===== src/rtl/riscv_dmem_pkg.sv =====
// Shared definitions for the data-memory request queue.
//
// Contents:
//   DMEM_*           default parameter values for the queue, its interface
//                    and its in-flight FIFO
//   dmem_inflight_t  bookkeeping kept per granted transaction (default tag
//                    width); the queue declares the same shape at its own
//                    TAG_BITS and hands it to the FIFO as a type parameter
//   cnt_width()      width of a 0..depth occupancy count
//   ptr_width()      width of an index into a depth-entry ring (min 1 bit)
package riscv_dmem_pkg;

  localparam int DMEM_XLEN            = 32;
  localparam int DMEM_MAX_OUTSTANDING = 4;
  localparam int DMEM_TAG_BITS        = 5;

  function automatic int cnt_width(input int depth);
    return $clog2(depth + 1);
  endfunction

  function automatic int ptr_width(input int depth);
    return (depth > 1) ? $clog2(depth) : 1;
  endfunction

  localparam int DMEM_CNT_W = cnt_width(DMEM_MAX_OUTSTANDING);

  typedef struct packed {
    logic                     we;
    logic                     killed;
    logic [DMEM_TAG_BITS-1:0] tag;
  } dmem_inflight_t;

endpackage


===== src/rtl/riscv_dmem_queue_if.sv =====
// Request / memory-bus / response bundle of the data-memory queue.
//
// Groups:
//   req_*  MEM-stage request (valid/ready handshake)
//   mem_*  data memory bus (request/grant, ack with read data and error)
//   rsp_*  in-order response back to the pipeline (one-cycle pulse)
//
// Modports:
//   master  the queue itself
//   slave   its surroundings (pipeline plus memory)
interface riscv_dmem_queue_if
  import riscv_dmem_pkg::*;
#(
  parameter int XLEN     = DMEM_XLEN,
  parameter int TAG_BITS = DMEM_TAG_BITS
);

  logic                req_valid;
  logic                req_ready;
  logic [XLEN-1:0]     req_adr;
  logic [XLEN-1:0]     req_d;
  logic                req_we;
  logic [XLEN/8-1:0]   req_be;
  logic [TAG_BITS-1:0] req_tag;

  logic                mem_req;
  logic [XLEN-1:0]     mem_adr;
  logic [XLEN-1:0]     mem_d;
  logic                mem_we;
  logic [XLEN/8-1:0]   mem_be;
  logic                mem_gnt;
  logic                mem_ack;
  logic [XLEN-1:0]     mem_q;
  logic                mem_err;

  logic                rsp_valid;
  logic [XLEN-1:0]     rsp_q;
  logic                rsp_we;
  logic [TAG_BITS-1:0] rsp_tag;
  logic                rsp_err;

  modport master (
    input  req_valid, req_adr, req_d, req_we, req_be, req_tag,
    output req_ready,
    output mem_req, mem_adr, mem_d, mem_we, mem_be,
    input  mem_gnt, mem_ack, mem_q, mem_err,
    output rsp_valid, rsp_q, rsp_we, rsp_tag, rsp_err
  );

  modport slave (
    output req_valid, req_adr, req_d, req_we, req_be, req_tag,
    input  req_ready,
    input  mem_req, mem_adr, mem_d, mem_we, mem_be,
    output mem_gnt, mem_ack, mem_q, mem_err,
    input  rsp_valid, rsp_q, rsp_we, rsp_tag, rsp_err
  );

endinterface


===== src/rtl/riscv_dmem_tagfifo.sv =====
// Circular FIFO holding the bookkeeping of granted, not yet acked
// transactions, oldest at the head.
//
// Ports:
//   clk, rst    clock, synchronous active-high reset
//   push        append push_entry at the tail
//   push_entry  entry to append
//   pop         drop the head entry (caller guarantees !empty)
//   kill_all    mark every stored entry as killed
//   head        oldest entry
//   count       occupancy 0..DEPTH
//   empty/full  occupancy flags
module riscv_dmem_tagfifo
  import riscv_dmem_pkg::*;
#(
  parameter int  DEPTH   = DMEM_MAX_OUTSTANDING,
  parameter type entry_t = dmem_inflight_t,
  localparam int CNT_W   = cnt_width(DEPTH),
  localparam int PTR_W   = ptr_width(DEPTH)
) (
  input  logic             clk,
  input  logic             rst,
  input  logic             push,
  input  entry_t           push_entry,
  input  logic             pop,
  input  logic             kill_all,
  output entry_t           head,
  output logic [CNT_W-1:0] count,
  output logic             empty,
  output logic             full
);

  entry_t           mem [DEPTH];
  logic [PTR_W-1:0] wr_ptr;
  logic [PTR_W-1:0] rd_ptr;

  // DEPTH need not be a power of two, so wrap explicitly.
  function automatic logic [PTR_W-1:0] next_ptr(input logic [PTR_W-1:0] p);
    return (p == PTR_W'(DEPTH - 1)) ? '0 : p + 1'b1;
  endfunction

  // NOTE: state registers use non-blocking assignments so every flop samples
  // the pre-edge values of its neighbours, independent of block order.
  always_ff @(posedge clk) begin
    if (rst) begin
      wr_ptr <= '0;
      rd_ptr <= '0;
      count  <= '0;
    end else begin
      if (push) wr_ptr <= next_ptr(wr_ptr);
      if (pop)  rd_ptr <= next_ptr(rd_ptr);
      case ({push, pop})
        2'b10:   count <= count + 1'b1;
        2'b01:   count <= count - 1'b1;
        default: count <= count;
      endcase
    end
  end

  // NOTE: storage has no reset; validity is defined purely by the pointers
  // and count, so stale contents are never observed.
  // Killing slots outside the valid window is harmless: a push overwrites
  // the whole entry, including the killed bit.
  always_ff @(posedge clk) begin
    for (int i = 0; i < DEPTH; i++) begin
      if (push && wr_ptr == PTR_W'(i)) begin
        mem[i] <= push_entry;
      end else if (kill_all) begin
        mem[i].killed <= 1'b1;
      end
    end
  end

  assign head  = mem[rd_ptr];
  assign empty = (count == '0);
  assign full  = (count == CNT_W'(DEPTH));

endmodule


===== src/rtl/riscv_dmem_queue.sv =====
// Data-memory request queue between the MEM stage and the data bus.
// Requests pass through a single issue register onto the bus; granted
// transactions are tracked in order so acks can be turned into tagged
// responses. Flush withdraws the held request and turns acks of in-flight
// transactions into silent pops.
//
// Ports:
//   clk, rst     clock, synchronous active-high reset
//   flush        kill the held request and all in-flight transactions
//   bus          req_* / mem_* / rsp_* bundle (master side)
//   outstanding  number of granted, not yet acked transactions
//   proto_err    sticky until rst: mem_ack arrived with nothing in flight
module riscv_dmem_queue
  import riscv_dmem_pkg::*;
#(
  parameter int  XLEN            = DMEM_XLEN,
  parameter int  MAX_OUTSTANDING = DMEM_MAX_OUTSTANDING,
  parameter int  TAG_BITS        = DMEM_TAG_BITS,
  localparam int CNT_W           = cnt_width(MAX_OUTSTANDING)
) (
  input  logic                 clk,
  input  logic                 rst,
  input  logic                 flush,
  riscv_dmem_queue_if.master   bus,
  output logic [CNT_W-1:0]     outstanding,
  output logic                 proto_err
);

  typedef struct packed {
    logic                we;
    logic                killed;
    logic [TAG_BITS-1:0] tag;
  } inflight_t;

  // Issue register
  logic                issue_valid;
  logic [XLEN-1:0]     issue_adr;
  logic [XLEN-1:0]     issue_d;
  logic                issue_we;
  logic [XLEN/8-1:0]   issue_be;
  logic [TAG_BITS-1:0] issue_tag;

  // Response register
  logic                rsp_valid;
  logic [XLEN-1:0]     rsp_q;
  logic                rsp_we;
  logic [TAG_BITS-1:0] rsp_tag;
  logic                rsp_err;

  logic                fifo_push;
  logic                fifo_pop;
  logic                fifo_empty;
  logic                fifo_full;
  inflight_t           push_entry;
  inflight_t           head;

  logic [CNT_W:0]      reserved;
  logic                req_ready;
  logic                accept;
  logic                granted;
  logic                rsp_fire;

  // The held request counts against the limit so a grant never finds the
  // FIFO full. Only registered state and grant feed ready: an ack frees its
  // slot from the next cycle, keeping mem_ack off the ready path.
  assign reserved  = {1'b0, outstanding} + (CNT_W+1)'(issue_valid);
  assign req_ready = ~flush & (~issue_valid | bus.mem_gnt)
                   & (reserved < (CNT_W+1)'(MAX_OUTSTANDING));
  assign accept    = bus.req_valid & req_ready;
  assign granted   = issue_valid & bus.mem_gnt;

  // ~fifo_full is redundant with the reserved limit; it only shields storage.
  assign fifo_push  = granted & ~fifo_full;
  assign push_entry = '{we: issue_we, killed: flush, tag: issue_tag};
  assign fifo_pop   = bus.mem_ack & ~fifo_empty;
  // An ack landing in the flush cycle still pops but must not respond.
  assign rsp_fire   = fifo_pop & ~head.killed & ~flush;

  riscv_dmem_tagfifo #(
    .DEPTH   (MAX_OUTSTANDING),
    .entry_t (inflight_t)
  ) u_tagfifo (
    .clk        (clk),
    .rst        (rst),
    .push       (fifo_push),
    .push_entry (push_entry),
    .pop        (fifo_pop),
    .kill_all   (flush),
    .head       (head),
    .count      (outstanding),
    .empty      (fifo_empty),
    .full       (fifo_full)
  );

  always_ff @(posedge clk) begin
    if (rst) begin
      issue_valid <= 1'b0;
      issue_adr   <= '0;
      issue_d     <= '0;
      issue_we    <= 1'b0;
      issue_be    <= '0;
      issue_tag   <= '0;
    end else if (accept) begin
      issue_valid <= 1'b1;
      issue_adr   <= bus.req_adr;
      issue_d     <= bus.req_d;
      issue_we    <= bus.req_we;
      issue_be    <= bus.req_be;
      issue_tag   <= bus.req_tag;
    end else if (flush || granted) begin
      issue_valid <= 1'b0;
    end
  end

  always_ff @(posedge clk) begin
    if (rst) begin
      rsp_valid <= 1'b0;
      rsp_q     <= '0;
      rsp_we    <= 1'b0;
      rsp_tag   <= '0;
      rsp_err   <= 1'b0;
      proto_err <= 1'b0;
    end else begin
      rsp_valid <= rsp_fire;
      if (rsp_fire) begin
        rsp_q   <= bus.mem_q;
        rsp_we  <= head.we;
        rsp_tag <= head.tag;
        rsp_err <= bus.mem_err;
      end
      if (bus.mem_ack && fifo_empty) proto_err <= 1'b1;
    end
  end

  assign bus.req_ready = req_ready;
  assign bus.mem_req   = issue_valid;
  assign bus.mem_adr   = issue_adr;
  assign bus.mem_d     = issue_d;
  assign bus.mem_we    = issue_we;
  assign bus.mem_be    = issue_be;
  assign bus.rsp_valid = rsp_valid;
  assign bus.rsp_q     = rsp_q;
  assign bus.rsp_we    = rsp_we;
  assign bus.rsp_tag   = rsp_tag;
  assign bus.rsp_err   = rsp_err;

endmodule


===== src/flat_wrapper.sv =====
// flat-port wrapper written by rule: the top's interface ports become plain ports
module riscv_dmem_queue_flat import riscv_dmem_pkg::*;
#(
  parameter int  XLEN            = DMEM_XLEN,
  parameter int  MAX_OUTSTANDING = DMEM_MAX_OUTSTANDING,
  parameter int  TAG_BITS        = DMEM_TAG_BITS,
  localparam int CNT_W           = cnt_width(MAX_OUTSTANDING)
)
  (clk, rst, flush, outstanding, proto_err, bus_req_valid, bus_req_adr, bus_req_d, bus_req_we, bus_req_be, bus_req_tag, bus_req_ready, bus_mem_req, bus_mem_adr, bus_mem_d, bus_mem_we, bus_mem_be, bus_mem_gnt, bus_mem_ack, bus_mem_q, bus_mem_err, bus_rsp_valid, bus_rsp_q, bus_rsp_we, bus_rsp_tag, bus_rsp_err);
  riscv_dmem_queue_if #(.XLEN(XLEN), .TAG_BITS(TAG_BITS)) bus_i ();
  input  logic clk;
  input  logic rst;
  input  logic flush;
  output logic [CNT_W-1:0] outstanding;
  output logic proto_err;
  input wire logic [$bits(bus_i.req_valid)-1:0] bus_req_valid;
  input wire logic [$bits(bus_i.req_adr)-1:0] bus_req_adr;
  input wire logic [$bits(bus_i.req_d)-1:0] bus_req_d;
  input wire logic [$bits(bus_i.req_we)-1:0] bus_req_we;
  input wire logic [$bits(bus_i.req_be)-1:0] bus_req_be;
  input wire logic [$bits(bus_i.req_tag)-1:0] bus_req_tag;
  output wire logic [$bits(bus_i.req_ready)-1:0] bus_req_ready;
  output wire logic [$bits(bus_i.mem_req)-1:0] bus_mem_req;
  output wire logic [$bits(bus_i.mem_adr)-1:0] bus_mem_adr;
  output wire logic [$bits(bus_i.mem_d)-1:0] bus_mem_d;
  output wire logic [$bits(bus_i.mem_we)-1:0] bus_mem_we;
  output wire logic [$bits(bus_i.mem_be)-1:0] bus_mem_be;
  input wire logic [$bits(bus_i.mem_gnt)-1:0] bus_mem_gnt;
  input wire logic [$bits(bus_i.mem_ack)-1:0] bus_mem_ack;
  input wire logic [$bits(bus_i.mem_q)-1:0] bus_mem_q;
  input wire logic [$bits(bus_i.mem_err)-1:0] bus_mem_err;
  output wire logic [$bits(bus_i.rsp_valid)-1:0] bus_rsp_valid;
  output wire logic [$bits(bus_i.rsp_q)-1:0] bus_rsp_q;
  output wire logic [$bits(bus_i.rsp_we)-1:0] bus_rsp_we;
  output wire logic [$bits(bus_i.rsp_tag)-1:0] bus_rsp_tag;
  output wire logic [$bits(bus_i.rsp_err)-1:0] bus_rsp_err;
  assign bus_i.req_valid = bus_req_valid;
  assign bus_i.req_adr = bus_req_adr;
  assign bus_i.req_d = bus_req_d;
  assign bus_i.req_we = bus_req_we;
  assign bus_i.req_be = bus_req_be;
  assign bus_i.req_tag = bus_req_tag;
  assign bus_req_ready = bus_i.req_ready;
  assign bus_mem_req = bus_i.mem_req;
  assign bus_mem_adr = bus_i.mem_adr;
  assign bus_mem_d = bus_i.mem_d;
  assign bus_mem_we = bus_i.mem_we;
  assign bus_mem_be = bus_i.mem_be;
  assign bus_i.mem_gnt = bus_mem_gnt;
  assign bus_i.mem_ack = bus_mem_ack;
  assign bus_i.mem_q = bus_mem_q;
  assign bus_i.mem_err = bus_mem_err;
  assign bus_rsp_valid = bus_i.rsp_valid;
  assign bus_rsp_q = bus_i.rsp_q;
  assign bus_rsp_we = bus_i.rsp_we;
  assign bus_rsp_tag = bus_i.rsp_tag;
  assign bus_rsp_err = bus_i.rsp_err;
  riscv_dmem_queue #(.XLEN(XLEN), .MAX_OUTSTANDING(MAX_OUTSTANDING), .TAG_BITS(TAG_BITS)) u_core (.clk(clk), .rst(rst), .flush(flush), .bus(bus_i), .outstanding(outstanding), .proto_err(proto_err));
endmodule

===== config.mk =====
export PLATFORM = sky130hd
export DESIGN_NAME = riscv_dmem_queue_flat
export DESIGN_NICKNAME = d
export VERILOG_FILES = /design/src/rtl/riscv_dmem_pkg.sv /design/src/rtl/riscv_dmem_queue_if.sv /design/src/rtl/riscv_dmem_tagfifo.sv /design/src/rtl/riscv_dmem_queue.sv /design/src/flat_wrapper.sv
export SDC_FILE = /design/constraint.sdc
export NUM_CORES = 1
export LEC_CHECK = 0
export CAP_MARGIN = 10
export CORE_MARGIN = 1.5
export CORE_UTILIZATION = 46
export DETAILED_ROUTE_END_ITERATION = 12
export GPL_TIMING_DRIVEN = 0
export PLACE_DENSITY_LB_ADDON = 0.2
export SYNTH_ARGS = -nofsm -noshare
export SYNTH_HDL_FRONTEND = slang
export SYNTH_SLANG_ARGS = --single-unit

===== constraint.sdc =====
create_clock -name clk -period 2.9 [get_ports clk]
set_input_delay 0.725 -clock clk [delete_from_list [all_inputs] [get_ports clk]]
set_output_delay 0.725 -clock clk [all_outputs]
set_load 0.01 [all_outputs]

==> results of run 1 <==
## through the flow
stage                      util  total power [W]  setup slack (ps)  setup TNS, ps  hold slack [ps]
after floorplan               -          0.00267               544              0              436
final                     0.702          0.00543              92.0              0              470
after global placement    0.656          0.00302              -548           -615              445
after detailed placement  0.656          0.00305              -630           -742              460
after global routing      0.702          0.00562              29.3              0              488
after CTS                 0.701          0.00547              63.3              0              468
## cell usage after synthesis, drive strengths merged
cell | count | area [µm²]
o21ai | 3 | 15.0
nand3 | 1 | 5.00
inv | 9 | 33.8
dfxtp | 126 | 2520
mux4 | 7 | 180
o31ai | 7 | 57.6
a21bo | 1 | 10.0
o21bai | 1 | 7.51
or4b | 6 | 60.1
clkbuf | 33 | 124
xor2 | 2 | 17.5
fa | 1 | 20.0
nand2 | 2 | 7.51
edfxtp | 27 | 811
or2 | 3 | 18.8
and2 | 1 | 6.26
buf | 14 | 103
ha | 6 | 75.1
a2111oi | 1 | 27.5
nor2 | 6 | 22.5
nand2b | 214 | 1340
nor3 | 2 | 21.3
a21oi | 12 | 60.1
or3b | 1 | 8.76
a211oi | 1 | 7.51
and3 | 4 | 25.0
nor4 | 1 | 6.26
mux2i | 108 | 1080
or3 | 2 | 12.5
nor3b | 2 | 15.0
or4 | 1 | 7.51
o21ba | 1 | 10.0
## layout make-up
type                       instances  share of cell area
buffer                            46              0.0227
clock buffer                      23              0.0487
clock inverter                     8              0.0168
inverter                           9             0.00343
multi-input combinational        397               0.318
sequential                       153               0.338
tap                              180              0.0228
timing repair buffer             226               0.229
## state kept, by name (all words and copies together) (netlist names), 2 cells and up, named ones only
register and cells:
u_core.u_tagfifo.count 3, u_core.issue_tag 5, u_core.bus.rsp_q 32, u_core.bus.mem_adr 32, u_core.bus.mem_be 4, u_core.u_tagfifo.wr_ptr 2, u_core.bus.rsp_tag 5, u_core.u_tagfifo.rd_ptr 2
u_core.bus.mem_d 32, u_core.u_tagfifo.mem 28
## tightest hold or removal path, delay by kind of cell (launching register included)
family	cells	cell delay [ps]
AOI/OAI and AO/OA	2	120
DFF	1	310
## cells in the final DEF, fill, tap and decap left out, types with 3 or more instances in the layout
cell	netlist	layout
edfxtp_1	27	27
buf_2	4	4
buf_4	8	8
clkbuf_1	33	34
nand2b_1	214	214
dfxtp_1	126	126
clkbuf_16	0	18
clkdlybuf4s50_1	0	224
ha_1	6	6
nor2_1	6	6
or4b_1	6	6
or2_2	3	3
o31ai_1	6	6
a21oi_1	12	12
inv_1	9	9
and3_1	4	4
clkinv_2	0	3
mux4_1	6	6
bufinv_16	0	5
mux2i_1	108	108
o21ai_0	3	3
## layer usage
layer	GRT usage	share of wire	vias up
met1	0.249	0.40	2426
met2	0.387	0.50	182
met5	0	0	-
met4	0.0833	0.019	0
met3	0.0788	0.084	25
li1	-	-	2513
## how the worst max path moves through the flow
stage                                           startpoint                                     end
floorplan           u_core.u_tagfifo.count[2]$_SDFFE_PP0P_  u_core.u_tagfifo.count[2]$_SDFFE_PP0P_
global placement                                     flush                           bus_req_ready
detailed placement                                   flush                           bus_req_ready
CTS                                            bus_mem_gnt                           bus_req_ready
global route                                         flush                           bus_req_ready
finish                                               flush                           bus_req_ready
## logic make-up (layout without fill, tap and decap cells)
kind of cell    count (synthesis)  in the layout  share of synthesized area
fa+ha+maj                       7              7                     0.0142
xor+xnor                        2              2                    0.00261
flops                         153            153                      0.496
simple gates                  246            246                      0.232
mux                           115            115                      0.188
compound gates                 27             27                     0.0291
buf+inv                        56            312                     0.0387
## where the power goes
| part | internal (W) | switching (W) | leakage [nW] |
|---|---|---|---|
| Clock | 0.00160 | 0.000837 | 0.319 |
| Combinational | 0.000422 | 0.000283 | 1.96 |
| Sequential | 0.00224 | 0.0000503 | 1.27 |
| Total | 0.00426 | 0.00117 | 3.55 |
## what timing repair did
item | CTS | global route
hold endpoints to repair | 0 | 0
endpoints found under the setup margin | 1 | 2
gates cloned | 0 | 0
resized for setup | 3 | 2
==> flow_summary.toml, run 1 <==
[run_status]
outcome = "finished, final reports clean"

[cts]
clockRootBuffer = "clkbuf_16"
holdBufCountCts = 0
clock-sinks = 153
htreeDepth = 4
cts_made_buffers = 17
clk_latency_ps = 420
tritoncts = "yes"
clockBufferDepth = 2
post_cts_buffers = 0
clkTransAtPathRegs_ps = 60

[floorplan]
start_util = 0.478
die_area_um2 = 15300
die_w_um = 124
die_h_um = 124
rows = 43
boundaryPins = 228
core_um2 = 14000

[synthesis]
ys_ff_latch = 153
synth_area_um2 = 6720
synth_fp_nets = 726
ys_warn_count = 0
ys_types = 37
syn_inst = 606
seq_area_frac_synth = 0.496
postSynthAreaPerCell_um2 = 11.1

[global_route]
antenna_found_initial = 0
grt_pass1_vias = 5228
gr-total-overflow = 0
grt_first_pass_wirelength_mm = 25.8
grt_max_degree = 17
grtUsageTotal = 0.222

[drt]
remaining_drc_errors = 0
vias_per_cell = 4.94
first_pass_iters = 4
wl_mm = 16.8
drt_iter0_drc = 237
wl_per_cell_um = 16.1
ant_nets = 0
dr_total_vias = 5146

[timing]
setup_viol = 0
finalMaxSlewViolations = 0
fin_skew_ps = 6.95
period_needed_ps = 2810
worstMarginPinSlew_ps = 655
final-hold-violation-count = 0
rsz0062_at_grt = "false"
max_slew_margin = 0.563
fmax_ghz = 0.356
period_share = 0.968

[layout]
antenna_cells = 0
ff_latch_area_um2 = 3330
fin_area_um2 = 9860
layout-drive-gt1-share = 0.0626
multiInputGateArea_um2 = 3140
fillers = 1024
final_cells = 1042
finalNetCount = 970
area_growth_pct = 46.8

[place]
routabilityCongestion = 0.819
post-place-cells = 1012
hpwl_mm = 12.7
place_area_um2 = 9210
portBuffers = 226

[worst_hold_path]
holdPathEnd = "u_core.bus.rsp_tag[0]$_SDFFE_PP0P_"
whs_path_depth = 2
min-delay-start = "u_core.bus.rsp_tag[0]$_SDFFE_PP0P_"
hold_path.class = "flip-flop to flip-flop"

[setup_path]
crit_path_cell_trace = "dlygate4sd2_1 > clkbuf_2 > a211oi_2 > dlygate4sd2_1"
critPathArrivalTime_ps = 2080
cpPeakStageDelay_ps = 610
ff2ff_path_depth = 10
cp_num_buf_inv = 3
reg2reg_from = "u_core.u_tagfifo.count[2]$_SDFFE_PP0P_"
rrSetupSlack_ps = 360
cpMaxStageDelayCell = "dlygate4sd2_1"
rr_endpoint = "u_core.u_tagfifo.count[2]$_SDFFE_PP0P_"
endpoint_kind = "output port"
crit_family = "buffers and inverters"
crit_type = "input pin to output port"
worst-path-stages = 4
cp_max_fo = 15
start_kind = "input pin"
crit_path_frequent_cell = "dlygate4sd2_1"
required_ps = 2170

[power]
vdd_drop_max_mv = 0.379
power_density_nw_per_um2 = 551
cellLeakagePower_nw = 3.55

[flow_run]
cap_violations = 0
(Power assumes the default switching activity.)
==> run 2, diff against run 1 <==
- CTS_CLUSTER_SIZE: unset -> 25
==> results of run 2 <==
Same layout as run 1: the final DEF is identical, and so are final timing and power.
==> run 3, diff against run 2 <==
- SLEW_MARGIN: unset -> 20
==> results of run 3 <==
Same layout as run 1: the final DEF is identical, and so are final timing and power.
